==> src/rtl/sha512_pkg.sv <==
// Shared types and constants for the SHA-512 control slice.
// Holds the FSM state encoding, round/block sizing and W-buffer address width.
package sha512_pkg;

    localparam int SHA512_ROUNDS    = 80;
    localparam int SHA512_BLK_WORDS = 32;
    localparam int SHA512_WADDR_W   = 4;

    typedef enum logic [2:0] {
        ST_IDLE,
        ST_INIT,
        ST_LOAD,
        ST_ROUND,
        ST_UPDATE,
        ST_DONE
    } state_t;

endpackage

==> src/rtl/sha512_word_packer.sv <==
// Packs 32-bit message words into 64-bit W-buffer writes.
// Tracks word count, half flag, held high word and the last-block flag.
module sha512_word_packer
    import sha512_pkg::*;
#(
    parameter int BLK_WORDS = SHA512_BLK_WORDS
) (
    input  logic                      i_clk,
    input  logic                      i_rst,
    input  logic                      en,
    input  logic [31:0]               din,
    input  logic                      din_valid,
    input  logic                      last,
    output logic                      din_ready,
    output logic                      load_we,
    output logic [SHA512_WADDR_W-1:0] load_addr,
    output logic [63:0]               load_data,
    output logic                      block_full,
    output logic                      last_flag
);

    localparam int CNT_W = $clog2(BLK_WORDS);

    logic [CNT_W-1:0] word_cnt;
    logic             half;
    logic [31:0]      hi;
    logic             accept;

    assign din_ready  = en;
    assign accept     = en & din_valid;
    assign block_full = accept & (word_cnt == CNT_W'(BLK_WORDS - 1));
    assign load_we    = accept & half;
    assign load_addr  = SHA512_WADDR_W'(word_cnt >> 1);
    assign load_data  = load_we ? {hi, din} : 64'd0;

    // Advance packing state on each accepted word; gaps hold everything.
    always_ff @(posedge i_clk) begin
        if (i_rst) begin
            word_cnt  <= '0;
            half      <= 1'b0;
            hi        <= 32'd0;
            last_flag <= 1'b0;
        end else if (accept) begin
            last_flag <= last;
            if (block_full) begin
                word_cnt <= '0;
            end else begin
                word_cnt <= word_cnt + 1'b1;
            end
            if (!half) begin
                hi   <= din;
                half <= 1'b1;
            end else begin
                half <= 1'b0;
            end
        end
    end

endmodule

==> src/rtl/sha512_round_ctrl.sv <==
// Top-level SHA-512 control FSM: load, round sequencing, H init/update.
// Optional block counter output enabled by SHA512_CTRL_BLKCNT_EN.
module sha512_round_ctrl
    import sha512_pkg::*;
#(
    parameter int ROUNDS    = SHA512_ROUNDS,
    parameter int BLK_WORDS = SHA512_BLK_WORDS
) (
    input  logic                      i_clk,
    input  logic                      i_rst,
    input  logic                      i_start,
    input  logic [31:0]               i_din,
    input  logic                      i_din_valid,
    input  logic                      i_last,
    output logic                      o_din_ready,
    input  logic [7:0]                i_round,
    output logic                      o_clr_i,
    output logic                      o_cnt_i_en,
    output logic                      o_load_we,
    output logic [SHA512_WADDR_W-1:0] o_load_addr,
    output logic [63:0]               o_load_data,
    output logic                      o_init_h,
    output logic                      o_round_en,
    output logic                      o_update_h,
    output logic                      o_done,
`ifdef SHA512_CTRL_BLKCNT_EN
    output logic [15:0]               o_blk_cnt,
`endif
    output logic                      o_busy
);

    state_t state;
    state_t state_nxt;
    logic   block_full;
    logic   last_flag;
    logic   pack_en;

    assign pack_en = (state == ST_LOAD);
    assign o_busy  = (state != ST_IDLE);

    sha512_word_packer #(
        .BLK_WORDS (BLK_WORDS)
    ) u_packer (
        .i_clk      (i_clk),
        .i_rst      (i_rst),
        .en         (pack_en),
        .din        (i_din),
        .din_valid  (i_din_valid),
        .last       (i_last),
        .din_ready  (o_din_ready),
        .load_we    (o_load_we),
        .load_addr  (o_load_addr),
        .load_data  (o_load_data),
        .block_full (block_full),
        .last_flag  (last_flag)
    );

    // State register.
    always_ff @(posedge i_clk) begin
        if (i_rst) begin
            state <= ST_IDLE;
        end else begin
            state <= state_nxt;
        end
    end

    // Next state and strobes; round strobes also depend on i_round.
    always_comb begin
        state_nxt  = state;
        o_clr_i    = 1'b0;
        o_cnt_i_en = 1'b0;
        o_init_h   = 1'b0;
        o_round_en = 1'b0;
        o_update_h = 1'b0;
        o_done     = 1'b0;
        unique case (state)
            ST_IDLE: begin
                if (i_start) begin
                    state_nxt = ST_INIT;
                end
            end
            ST_INIT: begin
                o_init_h  = 1'b1;
                o_clr_i   = 1'b1;
                state_nxt = ST_LOAD;
            end
            ST_LOAD: begin
                if (block_full) begin
                    state_nxt = ST_ROUND;
                end
            end
            ST_ROUND: begin
                o_round_en = 1'b1;
                if (i_round < 8'(ROUNDS - 1)) begin
                    o_cnt_i_en = 1'b1;
                end else begin
                    state_nxt = ST_UPDATE;
                end
            end
            ST_UPDATE: begin
                o_update_h = 1'b1;
                o_clr_i    = 1'b1;
                state_nxt  = last_flag ? ST_DONE : ST_LOAD;
            end
            ST_DONE: begin
                o_done    = 1'b1;
                state_nxt = ST_IDLE;
            end
            default: begin
                state_nxt = ST_IDLE;
            end
        endcase
    end

`ifdef SHA512_CTRL_BLKCNT_EN
    // Blocks hashed in the current message; survives DONE/IDLE.
    always_ff @(posedge i_clk) begin
        if (i_rst) begin
            o_blk_cnt <= 16'd0;
        end else if (state == ST_INIT) begin
            o_blk_cnt <= 16'd0;
        end else if (state == ST_UPDATE) begin
            o_blk_cnt <= o_blk_cnt + 16'd1;
        end
    end
`endif

endmodule

==> config.mk <==
export PLATFORM = sky130hd
export DESIGN_NAME = sha512_round_ctrl
export DESIGN_NICKNAME = d
export VERILOG_FILES = /design/src/rtl/sha512_pkg.sv /design/src/rtl/sha512_word_packer.sv /design/src/rtl/sha512_round_ctrl.sv
export SDC_FILE = /design/constraint.sdc
export NUM_CORES = 1
export LEC_CHECK = 0
export CAP_MARGIN = 30
export CORE_MARGIN = 3
export CORE_UTILIZATION = 38
export DETAILED_ROUTE_END_ITERATION = 8
export PLACE_DENSITY = 0.87
export SYNTH_ARGS = -nofsm -noshare
export SYNTH_HDL_FRONTEND = slang
export SYNTH_HIERARCHICAL = 1
export SYNTH_SLANG_ARGS = --single-unit
==> constraint.sdc <==
create_clock -name i_clk -period 3.1 [get_ports i_clk]
set_clock_uncertainty 0.05 [all_clocks]
set_input_delay 0.93 -clock i_clk [delete_from_list [all_inputs] [get_ports i_clk]]
set_output_delay 0.93 -clock i_clk [all_outputs]
set_load 0.01 [all_outputs]
==> flow_summary.yaml, run 1 <==
logic_synthesis:
  synth_area_leaders: "dfxtp_1 (39%), and2_1 (19%), nand2_1 (12%), a21oi_1 (10%), buf_4 (2.1%)"
  synth-main-ff-cell: "dfxtp_1"
  synth_warnings: 6
  async_flop_share_pct: 0
  synth.top_cell.area_share_pct: 39.0
  synth.yosys.seq_area_share_pct: 39.0
  ys_top_cells_by_count: "nand2_1 (70), and2_1 (64), a21oi_1 (43)"
  syn_inst: 289
  avgSynthCellArea_um2: 7.46
  synth_xor_area_share_pct: 0
  synth_top_family_by_area: "simple AND/OR/NAND/NOR gates"
  yosysMostFrequentCell: "nand2_1"
  synth_mux_area_share_pct: 0
  synth_fp_nets: 336
  synth-edff-count: 0
  synth.largest_area_cell: "dfxtp_1"
  ys_seq_elements: 42
  synth_compound_gate_area_share_pct: 12.1
  ys_types: 35
  synthSimpleGateAreaFrac_pct: 41.1
  syn_area_um2: 2160
  synthAdderAreaFrac_pct: 1.16
pwr:
  switching_share_pct: 25.6
  power_switching_uw: 300
  leakage_uw: 0.00152
  p_int_uw: 870
  share_seq_of_total_power_pct: 49.8
  powerDensity_nw_per_um2: 329
  pwr-share-clk_pct: 30.5
  comb_power_share_pct: 19.7
  vdd_drop_max_mv: 0.167
worst_setup_path:
  cpMaxStageDelayCell: "and3_4"
  worst_ep_arrival_time_ns: 2.00
  crit_chain: "clkbuf_2 > and3_4 > buf_4 > buf_6 > buf_6 > buf_16 > and2_1 > buf_2"
  worst-path-buf-inv: 6
  crit_top_cell: "buf_6"
  critPathLaunch: "i_din_valid"
  cpPeakStageDelay_ns: 0.18
  ff2ff_setup_slack_ns: 1.31
  cp-end-kind: "primary output"
  crit_end: "o_load_data[31]"
  critPathKind: "primary input to primary output"
  path_depth: 8
  required_ns: 2.12
  r2r_start: "u_packer/word_cnt[1]$_SDFFE_PP0P_"
  rr_worst_depth: 5
  path_max_fanout: 16
  r2r-end: "u_packer/word_cnt[3]$_SDFFE_PP0P_"
  start_kind: "primary input"
  cp_top_family: "buffers and inverters"
grt:
  antenna_found_initial: 0
  grt_pass1_vias: 2305
  grt-ovfl-total: 0
  grt_pass1_wl_mm: 11.0
  grt_max_degree: 33
  grt.total_usage_pct: 21.4
drt:
  avgViaCountPerCell: 4.93
  firstDrtPassIters: 5
  drt-total-wl_mm: 6.98
  ant_nets: 0
  drc_errors: 0
  first_iter_violations: 148
  vias: 2403
  wire_per_inst_um: 14.3
timing:
  relSlewSlack_pct: 54.4
  slew_viol_final: 0
  finalHoldViolCount: 0
  setup_slack_ns: 0.116
  grt_setup_unrepaired: "false"
  setup_viol: 0
  max_freq_ghz: 0.335
  tightest_slew_ns: 0.681
  min_period_over_period_pct: 96.3
  min_period_ns: 2.98
place:
  placed_cells: 468
  placement.io_buffers: 121
  dp_hpwl_mm: 4.52
  dp_slack_ns: -0.477
  gp_congestion: 0.808
floorplan:
  rows: 26
  pin_count: 122
  coreArea_um2: 5300
  dieArea_um2: 6620
  die_y_um: 81.3
  die_w_um: 81.3
  initial_core_util_pct: 40.7
final_layout:
  syn2layout_area_growth_pct: 65.0
  n_antenna_cell: 0
  nets: 463
  final_cells: 487
  drive_above_1_share_pct: 26.9
  fill_cells: 457
  postLayoutCoreUtil_pct: 67.1
clocking:
  numCtsBuffers: 5
  clk_pin_slew_ns: 0.07
  cts_root_buf: "clkbuf_8"
  clock_latency_ns: 0.28
  ctsHoldBuffers: 0
  clock_path_buffers: 2
  cts_tree: "yes"
  htreeDepth: 2
  cts.sinks: 42
flow_run:
  maxCapViolCount: 0
min_path:
  hp-class: "flop to flop"
run_status:
  status: "completed"
[logic make-up after synthesis]
group / after synthesis
AND/OR/NAND/NOR: 167
AO/OA/AOI/OAI: 50
flip-flops: 42
buffers and inverters: 28
adder cells (fa/ha/maj): 2
[area by class of cell]
type | count | area [um^2] | area share, %
clock buffers | 7 | 86.3 | 2.43
inverters | 3 | 11.3 | 0.316
well taps | 70 | 87.6 | 2.46
clock inverters | 1 | 5.00 | 0.141
multi-input cells | 219 | 1190 | 33.6
flip-flops and latches | 42 | 841 | 23.6
repair buffers | 145 | 1330 | 37.4
[stage by stage]
stage	TNS, ns	instance area [um^2]	total power, uW	hold slack, ns
floorplan	0	2160	701	0.382
global placement	-25.73	3440	813	0.387
detailed placement	-27.39	3440	818	0.393
CTS	0	3570	1180	0.404
global route	0	3560	1230	0.422
finish	0	3560	1170	0.401
[state kept, by name (all words and copies together), names as in the netlist]
register and flops:
u_packer/half 1, u_packer/last_flag 1, u_packer/word_cnt 5, state 3, u_packer/hi 32
[placed cells by master (no fill, tap or decap), types with 6 or more instances in the layout]
cell type / instances
a21oi_1: 42
clkbuf_8: 6
nand2_1: 70
buf_2: 43
and2_1: 60
dfxtp_1: 42
clkdlybuf4s50_1: 54
clkdlybuf4s15_2: 17
buf_4: 13
buf_6: 8
[power by group through the flow]
stage	logic (uW)	registers, uW	clock network (uW)
after floorplan	109	592	0
after global placement	219	593	0
after detailed placement	223	595	0
after CTS	231	582	365
after global routing	255	586	392
final	230	583	357
[per-layer routing]
layer	global-route usage [%]	part of all wire, %
met3	6.65	8.5
met1	23.6	39
met2	39.6	52
met4	4.73	0.26
met5	0	0
[how the worst min path moves through the flow]
stage	depth (start not counted)	from	endpoint	slack (ns)
floorplan	2	u_packer/hi[0]$_SDFFE_PP0P_	u_packer/hi[0]$_SDFFE_PP0P_	0.38
global placement	2	u_packer/hi[2]$_SDFFE_PP0P_	u_packer/hi[2]$_SDFFE_PP0P_	0.39
detailed placement	2	u_packer/hi[4]$_SDFFE_PP0P_	u_packer/hi[4]$_SDFFE_PP0P_	0.39
CTS	2	u_packer/hi[23]$_SDFFE_PP0P_	u_packer/hi[23]$_SDFFE_PP0P_	0.40
global route	2	u_packer/hi[30]$_SDFFE_PP0P_	u_packer/hi[30]$_SDFFE_PP0P_	0.42
finish	2	u_packer/hi[18]$_SDFFE_PP0P_	u_packer/hi[18]$_SDFFE_PP0P_	0.40
[worst min-delay path, stage by stage (launching register included)]
cell,delay [ns]
dfxtp_1,0.31
nand2_1,0.05
a21oi_1,0.05
[what timing repair did]
item | 4_1_cts | 5_1_grt
gates resized for setup | 265 | 3
setup buffers | 6 | 0
hold endpoints to repair | 0 | 0
cloned | 5 | 0
pin swaps | 2 | 1
setup endpoints to repair | 66 | 19
No activity file was read; power rests on OpenSTA's default activity.
==> run 2, diff against run 1 <==
--- a/config.mk
+++ b/config.mk
@@ -9,7 +9,8 @@
 export CORE_MARGIN = 3
 export CORE_UTILIZATION = 38
 export DETAILED_ROUTE_END_ITERATION = 8
-export PLACE_DENSITY = 0.87
+export PLACE_DENSITY = 0.91
+export REMOVE_ABC_BUFFERS = 1
 export SYNTH_ARGS = -nofsm -noshare
 export SYNTH_HDL_FRONTEND = slang
 export SYNTH_HIERARCHICAL = 1
==> flow_summary.yaml, run 2 (synthesized netlist as in run 1, its figures left out) <==
clocking:
  cts_root_buf: "clkbuf_8"
  clock_path_buffers: 2
  cts_tree: "yes"
  cts.sinks: 42
  clk_pin_slew_ns: 0.08
  ctsHoldBuffers: 0
  clock_latency_ns: 0.28
  htreeDepth: 2
  numCtsBuffers: 5
drt:
  vias: 2345
  wire_per_inst_um: 14.0
  drc_errors: 0
  firstDrtPassIters: 4
  met1_length_mm: 2.81
  first_iter_violations: 110
  dr_wl_met3_um: 561
  drt-total-wl_mm: 6.71
  routed.top_layer: "met4"
  wl_met2_mm: 3.27
  ant_nets: 0
  avgViaCountPerCell: 4.89
final_layout:
  n_antenna_cell: 0
  reg_top3: "u_packer/hi (32), u_packer/word_cnt (5), state (3)"
  final_cells: 480
  nets: 456
  largest_reg_flops: 32
  largest-register: "u_packer/hi"
  syn2layout_area_growth_pct: 57.3
  postLayoutCoreUtil_pct: 64.0
  final_common_cell: "nand2_1"
  fill_cells: 462
  layout_common_cells: "nand2_1 (70), and2_1 (64), buf_2 (55)"
  drive_above_1_share_pct: 22.2
  fin_area_um2: 3390
floorplan:
  rows: 26
  die_y_um: 81.3
  coreArea_um2: 5300
  dieArea_um2: 6620
  initial_core_util_pct: 40.7
  pin_count: 122
  die_w_um: 81.3
worst_setup_path:
  critPathKind: "primary input to primary output"
  cp-end-kind: "primary output"
  required_ns: 2.12
  crit_chain: "dlygate4sd2_1 > and3_4 > buf_12 > bufbuf_16 > and2_1 > buf_2"
  worst_ep_arrival_time_ns: 2.06
  cpMaxStageDelayCell: "bufbuf_16"
  worst-path-buf-inv: 4
  cpPeakStageDelay_ns: 0.27
  r2r_start: "state[1]$_SDFFE_PP0P_"
  start_kind: "primary input"
  critPathLaunch: "i_din_valid"
  cp_top_family: "buffers and inverters"
  path_max_fanout: 16
timing:
  slew_viol_final: 0
  setup_slack_ns: 0.0647
  max_freq_ghz: 0.329
  relSlewSlack_pct: 75.4
  setup_viol: 0
  min_period_ns: 3.04
  finalHoldViolCount: 0
  grt_setup_unrepaired: "false"
  tightest_slew_ns: 0.367
  min_period_over_period_pct: 97.9
pwr:
  leakage_uw: 0.00154
  vdd_drop_max_mv: 0.306
  powerDensity_nw_per_um2: 361
  fin_total_pwr_uw: 1220
grt:
  grt_pass1_wl_mm: 10.8
  grt_pass1_vias: 2239
  grt-ovfl-total: 0
  antenna_found_initial: 0
  grt_max_degree: 37
  grt.total_usage_pct: 20.8
place:
  placement.io_buffers: 121
  dp_hpwl_mm: 4.55
  placed_cells: 466
  dp_slack_ns: -0.458
  gp_congestion: 0.749
  placed_area_um2: 3420
min_path:
  hp-class: "flop to flop"
  holdCritStartpoint: "u_packer/hi[2]$_SDFFE_PP0P_"
run_status:
  status: "completed"
flow_run:
  maxCapViolCount: 0
## run 2: cell count changes in the layout (fill, tap and decap cells not counted), sizes merged
cell / previous run / this run
clkbuf: 9 / 8
bufbuf: 0 / 2
dlygate4sd2: 0 / 11
clkdlybuf4s15: 18 / 0
buf: 71 / 70
bufinv: 0 / 1
clkinv: 1 / 0
## run 2: per-stage QoR
step | setup TNS, ns | hold slack [ns]
floorplan | -24.02 | 0.376
global placement | -25.88 | 0.387
detailed placement | -27.97 | 0.393
CTS | 0 | 0.403
global route | 0 | 0.415
finish | 0 | 0.404
## run 2: final timing paths
check                                      end  depth (start not counted)  slack [ns]
min                u_packer/hi[2]$_SDFFE_PP0P_                          2        0.40
min reg2reg        u_packer/hi[2]$_SDFFE_PP0P_                          2        0.40
max                            o_load_data[38]                          6        0.06
max reg2reg  u_packer/word_cnt[2]$_SDFFE_PP0P_                          6        1.23
## run 2: routing by layer
metal  up-vias  global-route usage [%]
li1       1171                       -
met1      1067                    23.6
met2       100                    37.8
met3         7                    5.65
met4         0                    5.91
met5         -                       0
## run 2: report_power, final
group / switching, uW / leakage (uW) / internal, uW
clock: 174 / 0.0000524 / 241
sequential: 19.9 / 0.000340 / 566
combinational: 104 / 0.00115 / 118
## run 2: what timing repair did
item	4_1_cts	5_1_grt
cloned	3	0
endpoints found under the setup margin	66	2
buffers inserted	3	0
gates resized for setup	238	3
## run 2: layout make-up
cell class / instances / area [um^2] / share of cell area, %
Clock buffer: 7 / 76.3 / 2.25
Clock inverter: 1 / 30.0 / 0.885
Inverter: 3 / 11.3 / 0.332
Multi-Input combinational cell: 219 / 1190 / 35.1
Sequential cell: 42 / 841 / 24.8
Tap cell: 70 / 87.6 / 2.58
Timing Repair Buffer: 138 / 1160 / 34.1
## run 2: worst register-to-register path, cell delays in order (launching register included)
cell and delay (ns):
dfxtp_1 0.42, inv_1 0.14, nor3_2 0.17, buf_4 0.21, nand2_4 0.10, or4b_1 0.51
a21oi_1 0.19
==> run 3, diff against run 2 <==
--- a/config.mk
+++ b/config.mk
@@ -7,9 +7,9 @@
 export LEC_CHECK = 0
 export CAP_MARGIN = 30
 export CORE_MARGIN = 3
-export CORE_UTILIZATION = 38
+export CORE_UTILIZATION = 26
 export DETAILED_ROUTE_END_ITERATION = 8
-export PLACE_DENSITY = 0.91
+export PLACE_DENSITY = 0.69
 export REMOVE_ABC_BUFFERS = 1
 export SYNTH_ARGS = -nofsm -noshare
 export SYNTH_HDL_FRONTEND = slang
==> constraint.sdc (replaced) <==
create_clock -name i_clk -period 3.16 [get_ports i_clk]
set_clock_uncertainty 0.05 [all_clocks]
set_input_delay 0.948 -clock i_clk [delete_from_list [all_inputs] [get_ports i_clk]]
set_output_delay 0.948 -clock i_clk [all_outputs]
set_load 0.01 [all_outputs]
==> flow_summary.yaml, run 3 (synthesized netlist as in run 1, its figures left out) <==
clocking:
  cts_root_buf: "clkbuf_8"
  clock_latency_ns: 0.30
  numCtsBuffers: 5
  cts_tree: "yes"
  ctsHoldBuffers: 0
  clock_path_buffers: 2
  cts.sinks: 42
  htreeDepth: 2
  clk_pin_slew_ns: 0.08
worst_setup_path:
  r2r_start: "state[1]$_SDFFE_PP0P_"
  required_ns: 2.16
  ff2ff_setup_slack_ns: 1.34
  critPathKind: "primary input to primary output"
  r2r-end: "u_packer/hi[5]$_SDFFE_PP0P_"
  path_max_fanout: 25
  critPathLaunch: "i_din_valid"
  start_kind: "primary input"
  worst_ep_arrival_time_ns: 2.11
  cp-end-kind: "primary output"
  rr_worst_depth: 7
floorplan:
  die_w_um: 97.1
  die_y_um: 97.1
  pin_count: 122
  coreArea_um2: 7890
  rows: 32
  dieArea_um2: 9430
  initial_core_util_pct: 27.3
grt:
  grt_max_degree: 43
  grt_pass1_wl_mm: 10.8
  grt_pass1_vias: 2160
  antenna_found_initial: 0
  grt-ovfl-total: 0
  grt.total_usage_pct: 13.6
timing:
  setup_viol: 0
  tightest_slew_ns: 0.807
  fin_tns_setup_ns: 0
  min_period_ns: 3.11
  slew_viol_final: 0
  max_freq_ghz: 0.322
  min_period_over_period_pct: 98.3
  relSlewSlack_pct: 46.2
  finalHoldViolCount: 0
final_layout:
  n_antenna_cell: 0
  largest-register: "u_packer/hi"
  fin_area_um2: 3560
  syn2layout_area_growth_pct: 64.9
  drive_above_1_share_pct: 12.0
  nets: 455
  layout_common_cells: "nand2_1 (70), and2_1 (64), clkdlybuf4s50_1 (53)"
  final_cells: 511
  largest_reg_flops: 32
  fill_cells: 820
  reg_top3: "u_packer/hi (32), u_packer/word_cnt (5), state (3)"
  postLayoutCoreUtil_pct: 45.1
  final_common_cell: "nand2_1"
place:
  dp_hpwl_mm: 4.52
  placed_area_um2: 3450
  placement.io_buffers: 121
  gp_congestion: 0.751
  placed_cells: 498
pwr:
  p_int_uw: 845
  power_switching_uw: 308
  powerDensity_nw_per_um2: 324
  switching_share_pct: 26.7
  share_seq_of_total_power_pct: 49.7
  vdd_drop_max_mv: 0.153
  leakage_uw: 0.00160
  comb_power_share_pct: 18.6
  pwr-share-clk_pct: 31.6
drt:
  drc_errors: 0
  vias: 2305
  avgViaCountPerCell: 4.51
  ant_nets: 0
  wire_per_inst_um: 12.9
  first_iter_violations: 56
  firstDrtPassIters: 4
  drt-total-wl_mm: 6.60
run_status:
  status: "completed"
min_path:
  hold_path_depth: 2
  hp-class: "flop to flop"
  holdCritStartpoint: "u_packer/hi[21]$_SDFFE_PP0P_"
  hold_end: "u_packer/hi[21]$_SDFFE_PP0P_"
flow_run:
  maxCapViolCount: 0
[run 3: through the flow]
| step | total power [uW] | setup WS (ns) | hold WS [ns] |
|---|---|---|---|
| floorplan | 666 | -0.332 | 0.376 |
| CTS | 1170 | 0.0121 | 0.404 |
| detailed placement | 799 | -0.394 | 0.392 |
| global placement | 795 | -0.373 | 0.388 |
| finish | 1150 | 0.0528 | 0.399 |
| global route | 1220 | -0.0162 | 0.424 |
[run 3: worst max-delay path by stage]
| stage | to | depth (start not counted) |
|---|---|---|
| after global routing | o_cnt_i_en | 6 |
| after floorplan | o_load_data[0] | 4 |
| final | o_load_data[20] | 6 |
| after CTS | o_cnt_i_en | 6 |
| after global placement | o_load_data[16] | 5 |
| after detailed placement | o_load_data[27] | 5 |
[run 3: layout make-up]
type | count | area (um^2) | area share (%)
Sequential cell | 42 | 841 | 23.6
Clock buffer | 6 | 82.6 | 2.32
Inverter | 3 | 11.3 | 0.317
Tap cell | 102 | 128 | 3.59
Timing Repair Buffer | 137 | 1290 | 36.2
Clock inverter | 2 | 12.5 | 0.352
Multi-Input combinational cell | 219 | 1200 | 33.6
[run 3: routing by layer]
metal  routed length (um)  global-route usage (%)  part of all wire, %  up-vias
met1                 3050                    17.2                   46     1037
met5                    0                       0                    0        -
met2                 3030                    22.8                   46       91
met3                  472                    3.95                  7.2        6
li1                     -                       -                    -     1171
met4                   53                    2.92                 0.80        0
[run 3: timing repair]
action / in CTS / in global routing
gates cloned: 2 / 0
pin swaps: 0 / 1
resized for setup: 87 / 19
buffers inserted: 3 / 0
endpoints found under the hold margin: 0 / 0
endpoints found under the setup margin: 66 / 17
[run 3: worst max-delay path, cell delays in order]
cell and delay (ns):
dlygate4sd2_1 0.25, and3_4 0.19, buf_4 0.14, buf_12 0.14
and2_1 0.15, dlygate4sd2_1 0.28
[run 3: power groups by stage]
stage	sequential (uW)	combinational, uW	clock, uW
2_1_floorplan	580	85.8	0
3_3_place_gp	585	210	0
5_1_grt	578	239	402
3_5_place_dp	586	213	0
6_report	574	215	365
4_1_cts	574	217	380
